--- src/rtl/uart_rx_pkg.sv ---
`default_nettype none
// ============================================================================
// Module  : uart_rx_pkg
// Brief   : Shared FSM state encoding and frame constants for the UART RX
//           control slice.
// Revision: 1.0 - initial release
// ============================================================================
package uart_rx_pkg;

    localparam int c_CLKS_PER_BIT_DEF = 10;
    localparam int c_FRAME_BITS       = 9;
    localparam int c_BIT_CNT_W        = 4;

    typedef enum logic [2:0] {
        ST_IDLE     = 3'd0,
        ST_START    = 3'd1,
        ST_RECEIVE  = 3'd2,
        ST_STOP_CHK = 3'd3,
        ST_LOAD     = 3'd4,
        ST_ERR      = 3'd5
    } rx_state_e;

endpackage
`default_nettype wire

--- src/rtl/uart_rx_ctrl_rx_timer.sv ---
`default_nettype none
// ============================================================================
// Module  : rx_timer
// Brief   : Bit-period counter, strobe generator and end-of-frame indication.
// Revision: 1.0 - initial release
// ============================================================================
module rx_timer
    import uart_rx_pkg::*;
#(
    parameter int CLKS_PER_BIT = c_CLKS_PER_BIT_DEF,
    parameter int START_OFFSET = 0
) (
    input  logic clk,
    input  logic rst,
    input  logic load_i,
    input  logic en_i,
    output logic strobe_o,
    output logic done_o
);

    localparam int                       CNT_W      = $clog2(CLKS_PER_BIT);
    localparam logic [CNT_W-1:0]         c_TERM     = CNT_W'(CLKS_PER_BIT - 1);
    localparam logic [CNT_W-1:0]         c_PRE_TERM = CNT_W'(CLKS_PER_BIT - 2);
    localparam logic [CNT_W-1:0]         c_OFFSET   = CNT_W'(START_OFFSET);
    localparam logic [c_BIT_CNT_W-1:0]   c_LAST_BIT = c_BIT_CNT_W'(c_FRAME_BITS - 1);
    localparam logic [c_BIT_CNT_W-1:0]   c_MAX_BIT  = c_BIT_CNT_W'(c_FRAME_BITS);

    logic [CNT_W-1:0]       clk_cnt_q;
    logic [c_BIT_CNT_W-1:0] bit_cnt_q;
    logic                   strobe_q;

    // The strobe is registered one cycle ahead so that it is high exactly
    // while clk_cnt sits at its terminal value.
    always_ff @(posedge clk or posedge rst) begin
        if (rst) begin
            clk_cnt_q <= '0;
            bit_cnt_q <= '0;
            strobe_q  <= 1'b0;
        end else if (load_i) begin
            clk_cnt_q <= c_OFFSET;
            bit_cnt_q <= '0;
            strobe_q  <= (c_OFFSET == c_TERM);
        end else if (en_i) begin
            if (clk_cnt_q == c_TERM) begin
                clk_cnt_q <= '0;
                if (bit_cnt_q != c_MAX_BIT) begin
                    bit_cnt_q <= bit_cnt_q + 1'b1;
                end
            end else begin
                clk_cnt_q <= clk_cnt_q + 1'b1;
            end
            strobe_q <= (clk_cnt_q == c_PRE_TERM);
        end else begin
            clk_cnt_q <= '0;
            bit_cnt_q <= '0;
            strobe_q  <= 1'b0;
        end
    end

    assign strobe_o = strobe_q;
    assign done_o   = strobe_q && (bit_cnt_q == c_LAST_BIT);

endmodule
`default_nettype wire

--- src/rtl/uart_rx_ctrl.sv ---
`default_nettype none
// ============================================================================
// Module  : uart_rx_ctrl
// Brief   : UART receive control FSM with input synchroniser, start-edge
//           detection and framing-error tracking.
// Revision: 1.0 - initial release
// ============================================================================
module uart_rx_ctrl
    import uart_rx_pkg::*;
#(
    parameter int CLKS_PER_BIT = c_CLKS_PER_BIT_DEF,
    parameter int START_OFFSET = 0
) (
    input  logic clk,
    input  logic rst,
    input  logic serial_in,
    input  logic stop_bit,
    output logic shift_strobe,
    output logic sbc_clear,
    output logic load_buffer,
    output logic framing_error,
    output logic rx_busy
);

    logic [1:0] sync_q;
    logic       prev_q;
    logic       w_start_edge;
    logic       w_strobe;
    logic       w_done;

    rx_state_e  state_q;
    logic       sbc_clear_q;
    logic       load_buffer_q;
    logic       framing_error_q;
    logic       rx_busy_q;

    always_ff @(posedge clk or posedge rst) begin
        if (rst) begin
            sync_q <= 2'b11;
            prev_q <= 1'b1;
        end else begin
            sync_q <= {sync_q[0], serial_in};
            prev_q <= sync_q[1];
        end
    end

    assign w_start_edge = prev_q & ~sync_q[1];

    rx_timer #(
        .CLKS_PER_BIT (CLKS_PER_BIT),
        .START_OFFSET (START_OFFSET)
    ) u_rx_timer (
        .clk      (clk),
        .rst      (rst),
        .load_i   (state_q == ST_START),
        .en_i     (state_q == ST_RECEIVE),
        .strobe_o (w_strobe),
        .done_o   (w_done)
    );

    always_ff @(posedge clk or posedge rst) begin
        if (rst) begin
            state_q         <= ST_IDLE;
            sbc_clear_q     <= 1'b0;
            load_buffer_q   <= 1'b0;
            framing_error_q <= 1'b0;
            rx_busy_q       <= 1'b0;
        end else begin
            sbc_clear_q   <= 1'b0;
            load_buffer_q <= 1'b0;
            case (state_q)
                ST_IDLE: begin
                    if (w_start_edge) begin
                        state_q         <= ST_START;
                        sbc_clear_q     <= 1'b1;
                        framing_error_q <= 1'b0;
                        rx_busy_q       <= 1'b1;
                    end
                end
                ST_START: begin
                    state_q <= ST_RECEIVE;
                end
                ST_RECEIVE: begin
                    if (w_done) begin
                        state_q <= ST_STOP_CHK;
                    end
                end
                // stop_bit has settled after the final strobe edge.
                ST_STOP_CHK: begin
                    if (stop_bit) begin
                        state_q       <= ST_LOAD;
                        load_buffer_q <= 1'b1;
                    end else begin
                        state_q         <= ST_ERR;
                        framing_error_q <= 1'b1;
                    end
                end
                ST_LOAD, ST_ERR: begin
                    state_q   <= ST_IDLE;
                    rx_busy_q <= 1'b0;
                end
                default: begin
                    state_q   <= ST_IDLE;
                    rx_busy_q <= 1'b0;
                end
            endcase
        end
    end

    assign shift_strobe  = w_strobe;
    assign sbc_clear     = sbc_clear_q;
    assign load_buffer   = load_buffer_q;
    assign framing_error = framing_error_q;
    assign rx_busy       = rx_busy_q;

endmodule
`default_nettype wire

--- config.mk ---
export PLATFORM = sky130hd
export DESIGN_NAME = uart_rx_ctrl
export DESIGN_NICKNAME = d
export VERILOG_FILES = /design/src/rtl/uart_rx_pkg.sv /design/src/rtl/uart_rx_ctrl_rx_timer.sv /design/src/rtl/uart_rx_ctrl.sv
export SDC_FILE = /design/constraint.sdc
export NUM_CORES = 1
export LEC_CHECK = 0
export BUFFER_PORTS_ARGS = -buffer_cell sky130_fd_sc_hd__buf_2
export CAP_MARGIN = 30
export CORE_MARGIN = 3
export CORE_UTILIZATION = 45
export CTS_BUF_LIST = sky130_fd_sc_hd__clkbuf_8
export CTS_CLUSTER_DIAMETER = 60
export CTS_CLUSTER_SIZE = 40
export DETAILED_ROUTE_END_ITERATION = 10
export GPL_ROUTABILITY_DRIVEN = 0
export PLACE_DENSITY = 0.64
export SYNTH_ARGS = -nofsm -noshare
export SYNTH_HDL_FRONTEND = slang
export SYNTH_SLANG_ARGS = --single-unit
--- constraint.sdc ---
create_clock -name clk -period 3.7 [get_ports clk]
set_clock_uncertainty 0.1 [all_clocks]
set_input_delay 0.37 -clock clk [delete_from_list [all_inputs] [get_ports clk]]
set_output_delay 0.37 -clock clk [all_outputs]
set_load 0.005 [all_outputs]
# == Yosys cells after proc, flatten, opt, wreduce, memory -nomap -nowiden ==
# Cells that the tools add are included.
# totals
reg_bits,19
in_bits,4
output_inout_bits,5
wordCells,57
# op_classes
addsub,2
n_reduce_logical,8
n_bitwise,3
n_eq_ne,12
muxes,22
# op_table
cell,count
4-bit 2-to-1 mux,7
4-bit equality test (second input constant),3
3-bit case mux with 4 select lines,1
1-bit 2-to-1 mux,10
4-bit by 1-bit adder with 4-bit output (second input constant),2
3-bit by 2-bit equality test with 1-bit output (second input constant),2
3-bit 2-to-1 mux,2
2-bit inequality test (second input constant),3
3-bit by 2-bit inequality test with 1-bit output (second input constant),2
2-bit AND reduction,3
4-bit inequality test (second input constant),1
1-bit case mux with 2 select lines,2
3-bit by 1-bit equality test with 1-bit output (second input constant),1
3-bit zero test,1
3-bit AND reduction,1
3-bit OR reduction,1
1-bit inverter,2
2-bit nonzero test,1
1-bit AND,1
1-bit logical AND,1

# == Longest topological paths before layout ==
# Gate-level depths: netlist (run 1).
# depth
ltp_word,5
mapped_depth,5
depth_no_buf,5

# == Hierarchy ==
# Synthesis (run 1) repeated with hierarchy kept, for this count alone.
# unflattened
hier_cells,81
hier_area_um2,857.1
# modules_own_cells
module,area_per_inst_um2,n_inst,cells_each,seq_area_each_um2
rx_timer,496.7,1,51,225.2
uart_rx_ctrl,360.3,1,30,254.0

# == Least setup slack after synthesis (run 1) ==
# OpenSTA, ideal clock, no wires.
# synth_path
path_type,reg2reg
startpoint,reg state_q[0]
endpoint,reg u_rx_timer.bit_cnt_q[1]
stages_incl_launch_ff,5
period_less_slack_ns,1.684
t_arrival_ns,1.489
n_path_buf,1
required_ns,3.505
setup_ns,0.095
path_slack_ns,2.016
cell_sequence,dfrtp_1 -> or3b_1 -> buf_6 -> or4b_1 -> o31ai_1
# synth_via
elab_chain_len,3
elab_cells_between_ends,7
cone_classes,4 x eq/ne; 2 x mux; 1 x reduce/logical
# synth_rtl
item,line_no,text
start: declaration,uart_rx_ctrl.sv:31,rx_state_e state_q;
start signal: assignment,uart_rx_ctrl.sv:63,state_q <= ST_IDLE;
start signal: assignment,uart_rx_ctrl.sv:74,state_q <= ST_START;
start signal: assignment,uart_rx_ctrl.sv:81,state_q <= ST_RECEIVE;
3-bit by 2-bit equality test with 1-bit output / 3-bit by 1-bit equality test with 1-bit output (equally long branches),"uart_rx_ctrl.sv:56, uart_rx_ctrl.sv:55",
3-bit by 2-bit inequality test with 1-bit output (no source line) / 4-bit 2-to-1 mux (equally long branches),--,
2-bit AND reduction (no source line) / 4-bit 2-to-1 mux (equally long branches),--,
end signal: assignment,uart_rx_ctrl_rx_timer.sv:47,bit_cnt_q <= bit_cnt_q + 1'b1;
end: declaration,uart_rx_ctrl_rx_timer.sv:29,logic [c_BIT_CNT_W-1:0] bit_cnt_q;
# Several ways; a longest one is shown, not always the timed one.
# A chain may end at the register's enable or synchronous reset.

# == Worst setup path after layout (run 1) ==
# Same ends and word-level chain as after synthesis.

==> results of run 1 <==
## state kept, by name, summed over array words and instances (netlist names)
signal and count:
prev_q 1, u_rx_timer.strobe_o 1, framing_error 1, u_rx_timer.bit_cnt_q 4, load_buffer 1, rx_busy 1
sbc_clear 1, state_q 3, u_rx_timer.clk_cnt_q 4, sync_q 2
## cells by family after synthesis
family | Yosys count | share of synthesized area
buf+inv | 8 | 0.04458
flops | 19 | 0.5691
fa+ha+maj | 3 | 0.04458
compound gates | 14 | 0.09955
simple gates | 29 | 0.2214
xor+xnor | 2 | 0.02081
## critical path, delay by kind of cell (launching register included)
family,cells,cell delay (ns)
AO/OA/AOI/OAI,1,0.07
flip-flops,1,0.42
AND/OR/NAND/NOR,2,1.10
## cell usage in the layout, fill, tap and decap left out, types with 2 or more instances in the layout
| master | synthesis | routed |
|---|---|---|
| nor2_1 | 5 | 5 |
| nand2b_1 | 2 | 2 |
| inv_1 | 7 | 7 |
| buf_2 | 0 | 8 |
| or3_1 | 2 | 2 |
| dfstp_2 | 3 | 3 |
| nand3b_1 | 3 | 3 |
| o21ai_0 | 5 | 5 |
| a21oi_1 | 4 | 4 |
| ha_1 | 3 | 3 |
| clkbuf_8 | 0 | 3 |
| dfrtp_1 | 16 | 16 |
| a31oi_1 | 2 | 2 |
| nand2_1 | 3 | 3 |
## where the power goes
part	leakage, µW	internal [µW]	switching [µW]
logic	0.000177	1.46	4.52
clock network	0.0000255	74.5	63.2
registers	0.000241	211	0.551
## layer usage
metal | share of wire | track usage | up-vias
li1 | - | - | 286
met1 | 0.50 | 0.1426 | 265
met2 | 0.43 | 0.1585 | 11
met3 | 0.054 | 0.03670 | 2
met4 | 0.012 | 0.04739 | 0
met5 | 0 | 0 | -
## per-stage QoR
step	std cells	power (µW)	setup slack, ns	util
final	111	354.9	1.916	0.5434
after global routing	111	368.8	1.825	0.5434
after CTS	111	359.1	1.907	0.5434
after detailed placement	107	221.4	1.923	0.5168
after global placement	107	221.1	1.946	0.5168
after floorplan	75	218.3	2.016	-
## worst min path at each step
stage,startpoint,to,slack [ns],cells after the start
finish,rst,u_rx_timer.bit_cnt_q[2],0.12,2
global route,serial_in,sync_q[0],0.11,1
CTS,serial_in,sync_q[0],0.12,1
detailed placement,sync_q[0],sync_q[1],0.25,0
global placement,sync_q[0],sync_q[1],0.25,0
floorplan,rst,framing_error,0.22,1
## cell type report
cell class                 instances  area [µm²]  area share
multi-input combinational         48       325.3      0.3430
sequential                        19       479.2      0.5053
clock buffer                       3       41.29     0.04354
inverter                           7       26.28     0.02770
clock inverter                     1       5.005    0.005277
timing repair buffer               8       40.04     0.04222
tap                               25       31.28     0.03298
==> reports/metrics.yaml, run 1 <==
outcome:
  status: "complete, no violations"
placement:
  dpl.hpwl_um: 896.9
  place_area_um2: 902.1
  numPortBuffers: 8
routing:
  avgViaCountPerCell: 5.081
  dr.pass1.iters: 4
  ant_nets: 0
  post_drt_wl_per_cell_um: 11.09
  drt_iter0_drc: 9
  vias: 564
  wl_um: 1231
  drc: 0
sta:
  slew_headroom: 0.5436
  rsz0062_at_grt: "no"
  tightest_slew_ns: 0.6838
  min_period_ns: 1.784
  whs_ns: 0.1167
  setup_violations: 0
  setup_tns_ns: 0
  slew_violations: 0
  timing_hold_violations_final: 0
  finalCritPeriodShare: 0.4821
  max_freq_mhz: 560.6
worst_setup_path:
  crit_start: "state_q[0]"
  cp_cell_sequence: "or3b_1 > or4b_1 > o31ai_1"
  timing.rr.end: "u_rx_timer.bit_cnt_q[1]"
  setup.worst_path.start_class: "flop"
  critical_path_required_ns: 3.76
  crit_path_end: "u_rx_timer.bit_cnt_q[1]"
  r2r_slack_ns: 1.92
  critPathArrivalTime_ns: 1.84
  worst-setup-path-type: "reg -> reg"
  cp-end-kind: "flop"
  r2r-start: "state_q[0]"
  crit_fanout: 10
  max_stage_delay_ns: 0.56
  reg2reg_depth: 3
  slowest_stage: "or4b_1"
worst_hold_path:
  hp-class: "in -> async"
synthesis:
  synth_area_leader_cell: "dfrtp_1"
  avgSynthCellArea_um2: 11.23
  synth_nets: 82
  synth.most_common_cell: "dfrtp_1"
  synth.distinct_cells: 32
  ys_top_cells_by_count: "dfrtp_1, inv_1, nor2_1, o21ai_0, a21oi_1"
  syn-instance-count: 75
  synth_area_um2: 842.1
  synthDominantCellAreaShare: 0.4755
  ys.warnings.count: 0
  ys_seq_area_frac: 0.5691
  ys.flop_type: "dfrtp_1"
  synth_area_leaders: "dfrtp_1, dfstp_2, ha_1"
  synth_seq_cells: 19
  synth_edf_count: 0
  ys_async_sr_fraction: 1.000
floorplanning:
  dieArea_mm2: 0.002426
  die_w_um: 49.26
  coreArea_mm2: 0.001745
  die_y_um: 49.26
  start_util: 0.4824
  rows: 15
  io_pins: 9
finish:
  num-fill-cells: 147
  final_area_um2: 948.4
  finalNetCount: 94
  drive_gt1_frac: 0.2093
  n_antenna_cell: 0
  syn_to_final_growth_pct: 12.63
clock_network:
  insertion_delay_ns: 0.25
  clockBufferDepth: 2
  path_clk_slew_ns: 0.07
  ctsResizeCount: 0
  cts_tree: "built"
  postCtsSetupBuffers: 0
  cts.sinks: 19
  clock-root-buffer: "clkbuf_8"
  ctsHoldBuffers: 0
  cts_buffers: 3
  cts.htree.levels: 1
power_and_ir_drop:
  leakage_uw: 0.0004431
  ir_drop_mv: 0.2614
  power_density_mw_per_mm2: 374.2
global_route:
  overflow: 0
  grt_pass1_vias: 503
  grt_pass1_wl_um: 2049
  grtUsageTotal: 0.1076
  grt_start_max_net_pins: 20
  antenna_found_initial: 0
flow_run:
  drv_cap: 0
No activity file was read; power rests on OpenSTA's default activity.
==> run 2: changes to the inputs <==
clock period = 1.8 ns   (was 3.7 ns; I/O delays follow)
==> run 2 against run 1 <==
Setup slack worse by 1.8 ns. Maximum frequency rose by 7.6%. Wire length is 15% higher. Sequential power is 110% higher. Global-route usage up 2.7 points. Hold slack worse by 0.057 ns. Design area grew 2.8%. Critical endpoint unchanged. Sequential cell count did not move. Die area unchanged. Largest power group unchanged. Non-clock buffer count increased by 3.
==> reports/metrics.yaml, run 2 (synthesis gave the netlist of run 1 again) <==
outcome:
  status: "complete, no violations"  # unchanged
worst_hold_path:
  hp-class: "in -> reg"  # was in -> async
routing:
  drc: 0  # unchanged
  post_drt_wl_per_cell_um: 12.44  # was 11.09 µm
  drt_iter0_drc: 6  # was 9
  ant_nets: 0  # unchanged
  wl_um: 1418  # was 1231 µm
  vias: 600  # was 564
  avgViaCountPerCell: 5.263  # was 5.081
  dr.pass1.iters: 4  # unchanged
power_and_ir_drop:
  p_int_uw: 590.3  # was 286.6 µW
  p_total_uw: 737.9  # was 354.9 µW
  combPwrFrac: 0.021  # was 0.017
  clkPwrFrac: 0.390  # was 0.388
  switching_share: 0.1999  # was 0.1923
  leakage_uw: 0.0004584  # was 0.0004431 µW
  ir_drop_mv: 0.5223  # was 0.2614 mV
  p_sw_uw: 147.5  # was 68.26 µW
  share_seq_of_total_power: 0.588  # was 0.595
  power_density_mw_per_mm2: 757.0  # was 374.2 mW/mm²
sta:
  timing_hold_violations_final: 0  # unchanged
  slew_violations: 0  # unchanged
  setup_tns_ns: 0  # unchanged
  max_freq_mhz: 603.3  # was 560.6 MHz
  rsz0062_at_grt: "no"  # unchanged
  setup_violations: 0  # unchanged
  finalCritPeriodShare: 0.9208  # was 0.4821
  tightest_slew_ns: 0.7068  # was 0.6838 ns
  slew_headroom: 0.5283  # was 0.5436
  min_period_ns: 1.658  # was 1.784 ns
worst_setup_path:
  cp-end-kind: "flop"  # unchanged
  crit_fanout: 6  # was 10
  critical_path_required_ns: 1.86  # was 3.76 ns
  max_stage_delay_ns: 0.51  # was 0.56 ns
  slowest_stage: "or4b_1"  # unchanged
  critPathArrivalTime_ns: 1.72  # was 1.84 ns
  worst-setup-path-type: "reg -> reg"  # unchanged
  cp_cell_sequence: "ha_1 > and3b_1 > or4b_1 > o31ai_1"  # was or3b_1 > or4b_1 > o31ai_1
  setup.worst_path.start_class: "flop"  # unchanged
floorplanning:
  rows: 15  # unchanged
  die_w_um: 49.26  # unchanged
  io_pins: 9  # unchanged
  coreArea_mm2: 0.001745  # unchanged
  die_y_um: 49.26  # unchanged
  dieArea_mm2: 0.002426  # unchanged
  start_util: 0.4824  # unchanged
finish:
  reg.largest.list: "u_rx_timer.bit_cnt_q: 4 flops, u_rx_timer.clk_cnt_q: 4 flops, state_q: 3 flops"  # unchanged
  syn_to_final_growth_pct: 15.75  # was 12.63%
  final_cell_mix: "dfrtp_1, inv_1, buf_2, nor2_1, o21ai_0"  # was dfrtp_1, buf_2, inv_1, nor2_1, o21ai_0
  final_common_cell: "dfrtp_1"  # unchanged
  drive_gt1_frac: 0.2022  # was 0.2093
  finalNetCount: 97  # was 94
  n_antenna_cell: 0  # unchanged
clock_network:
  cts_tree: "built"  # unchanged
  cts.htree.levels: 1  # unchanged
  insertion_delay_ns: 0.25  # about the same
  path_clk_slew_ns: 0.07  # about the same
  cts_buffers: 3  # unchanged
  cts.sinks: 19  # unchanged
  ctsResizeCount: 0  # unchanged
  clockBufferDepth: 2  # unchanged
  clock-root-buffer: "clkbuf_8"  # unchanged
global_route:
  antenna_found_initial: 0  # unchanged
  met2_usage: 0.2098  # was 0.1585
  grt_start_max_net_pins: 20  # unchanged
  grt_pass1_vias: 572  # was 503
  met1_usage: 0.1686  # was 0.1426
  overflow: 0  # unchanged
  top_usage_layer: "met2"  # unchanged
  grtUsageTotal: 0.1346  # was 0.1076
  use_met3: 0.02752  # was 0.03670
  grt_pass1_wl_um: 2477  # was 2049 µm
placement:
  dpl.hpwl_um: 952.4  # was 896.9 µm
  numPortBuffers: 8  # unchanged
flow_run:
  drv_cap: 0  # unchanged
==> run 2: cell count changes in the layout (fill, tap and decap cells not counted) <==
cell	before	now
buf_4	0	1
dlygate4sd3_1	0	2
inv_1	7	8
clkinv_2	1	0
==> run 2: power by group through the flow <==
stage          registers [µW]  logic, µW  clock network [µW]
4_1_cts                   434       16.5                 298
3_3_place_gp              442       13.1                   0
5_1_grt                   434       18.1                 318
6_report                  434       15.8                 288
2_1_floorplan             442       7.24                   0
3_5_place_dp              442       13.2                   0
==> run 2: metal layers <==
metal,routed length (µm),vias to the layer above
met1,651,282
met4,38,0
met3,78,5
li1,-,292
met5,0,-
met2,650,21
==> run 2: final timing paths <==
path	endpoint	cells past startpoint	slack [ns]	start
min in group asynchronous	u_rx_timer.bit_cnt_q[3]	3	0.49	rst
min reg2reg	sync_q[1]	0	0.26	sync_q[0]
min	load_buffer	2	0.06	stop_bit
max	u_rx_timer.bit_cnt_q[1]	4	0.14	u_rx_timer.bit_cnt_q[0]
max in group asynchronous	load_buffer	3	0.67	rst
max reg2reg	u_rx_timer.bit_cnt_q[1]	4	0.14	u_rx_timer.bit_cnt_q[0]
==> run 2: stage by stage <==
step	area, µm²	worst slack, ns	hold WS, ns	utilization	cells
6_report	974.7	0.1425	0.05989	0.5584	114
3_5_place_dp	909.6	0.1603	0.1865	0.5211	108
4_1_cts	974.7	0.1455	0.05804	0.5584	114
3_3_place_gp	909.6	0.1990	0.1860	0.5211	108
2_1_floorplan	842.1	0.1159	0.02891	-	75
5_1_grt	974.7	0.06790	0.05702	0.5584	114
==> run 2: critical path, delay by kind of cell, from the launching register on <==
kind                     cells  cell delay [ns]
AO/OA/AOI/OAI                1             0.09
flip-flops                   1             0.43
AND/OR/NAND/NOR              2             0.72
adder cells (fa/ha/maj)      1             0.23
==> run 2: area by class of cell <==
class | count | area [µm²]
Fill cell | 153 | 770.7
Sequential cell | 19 | 479.2
Multi-Input combinational cell | 48 | 325.3
Timing Repair Buffer | 11 | 67.56
Clock buffer | 3 | 41.29
Tap cell | 25 | 31.28
Inverter | 7 | 26.28
Clock inverter | 1 | 3.754
==> run 2: what timing repair did <==
action	CTS	global route
hold buffers	2	0
hold endpoints to repair	17	0
setup buffers	0	0
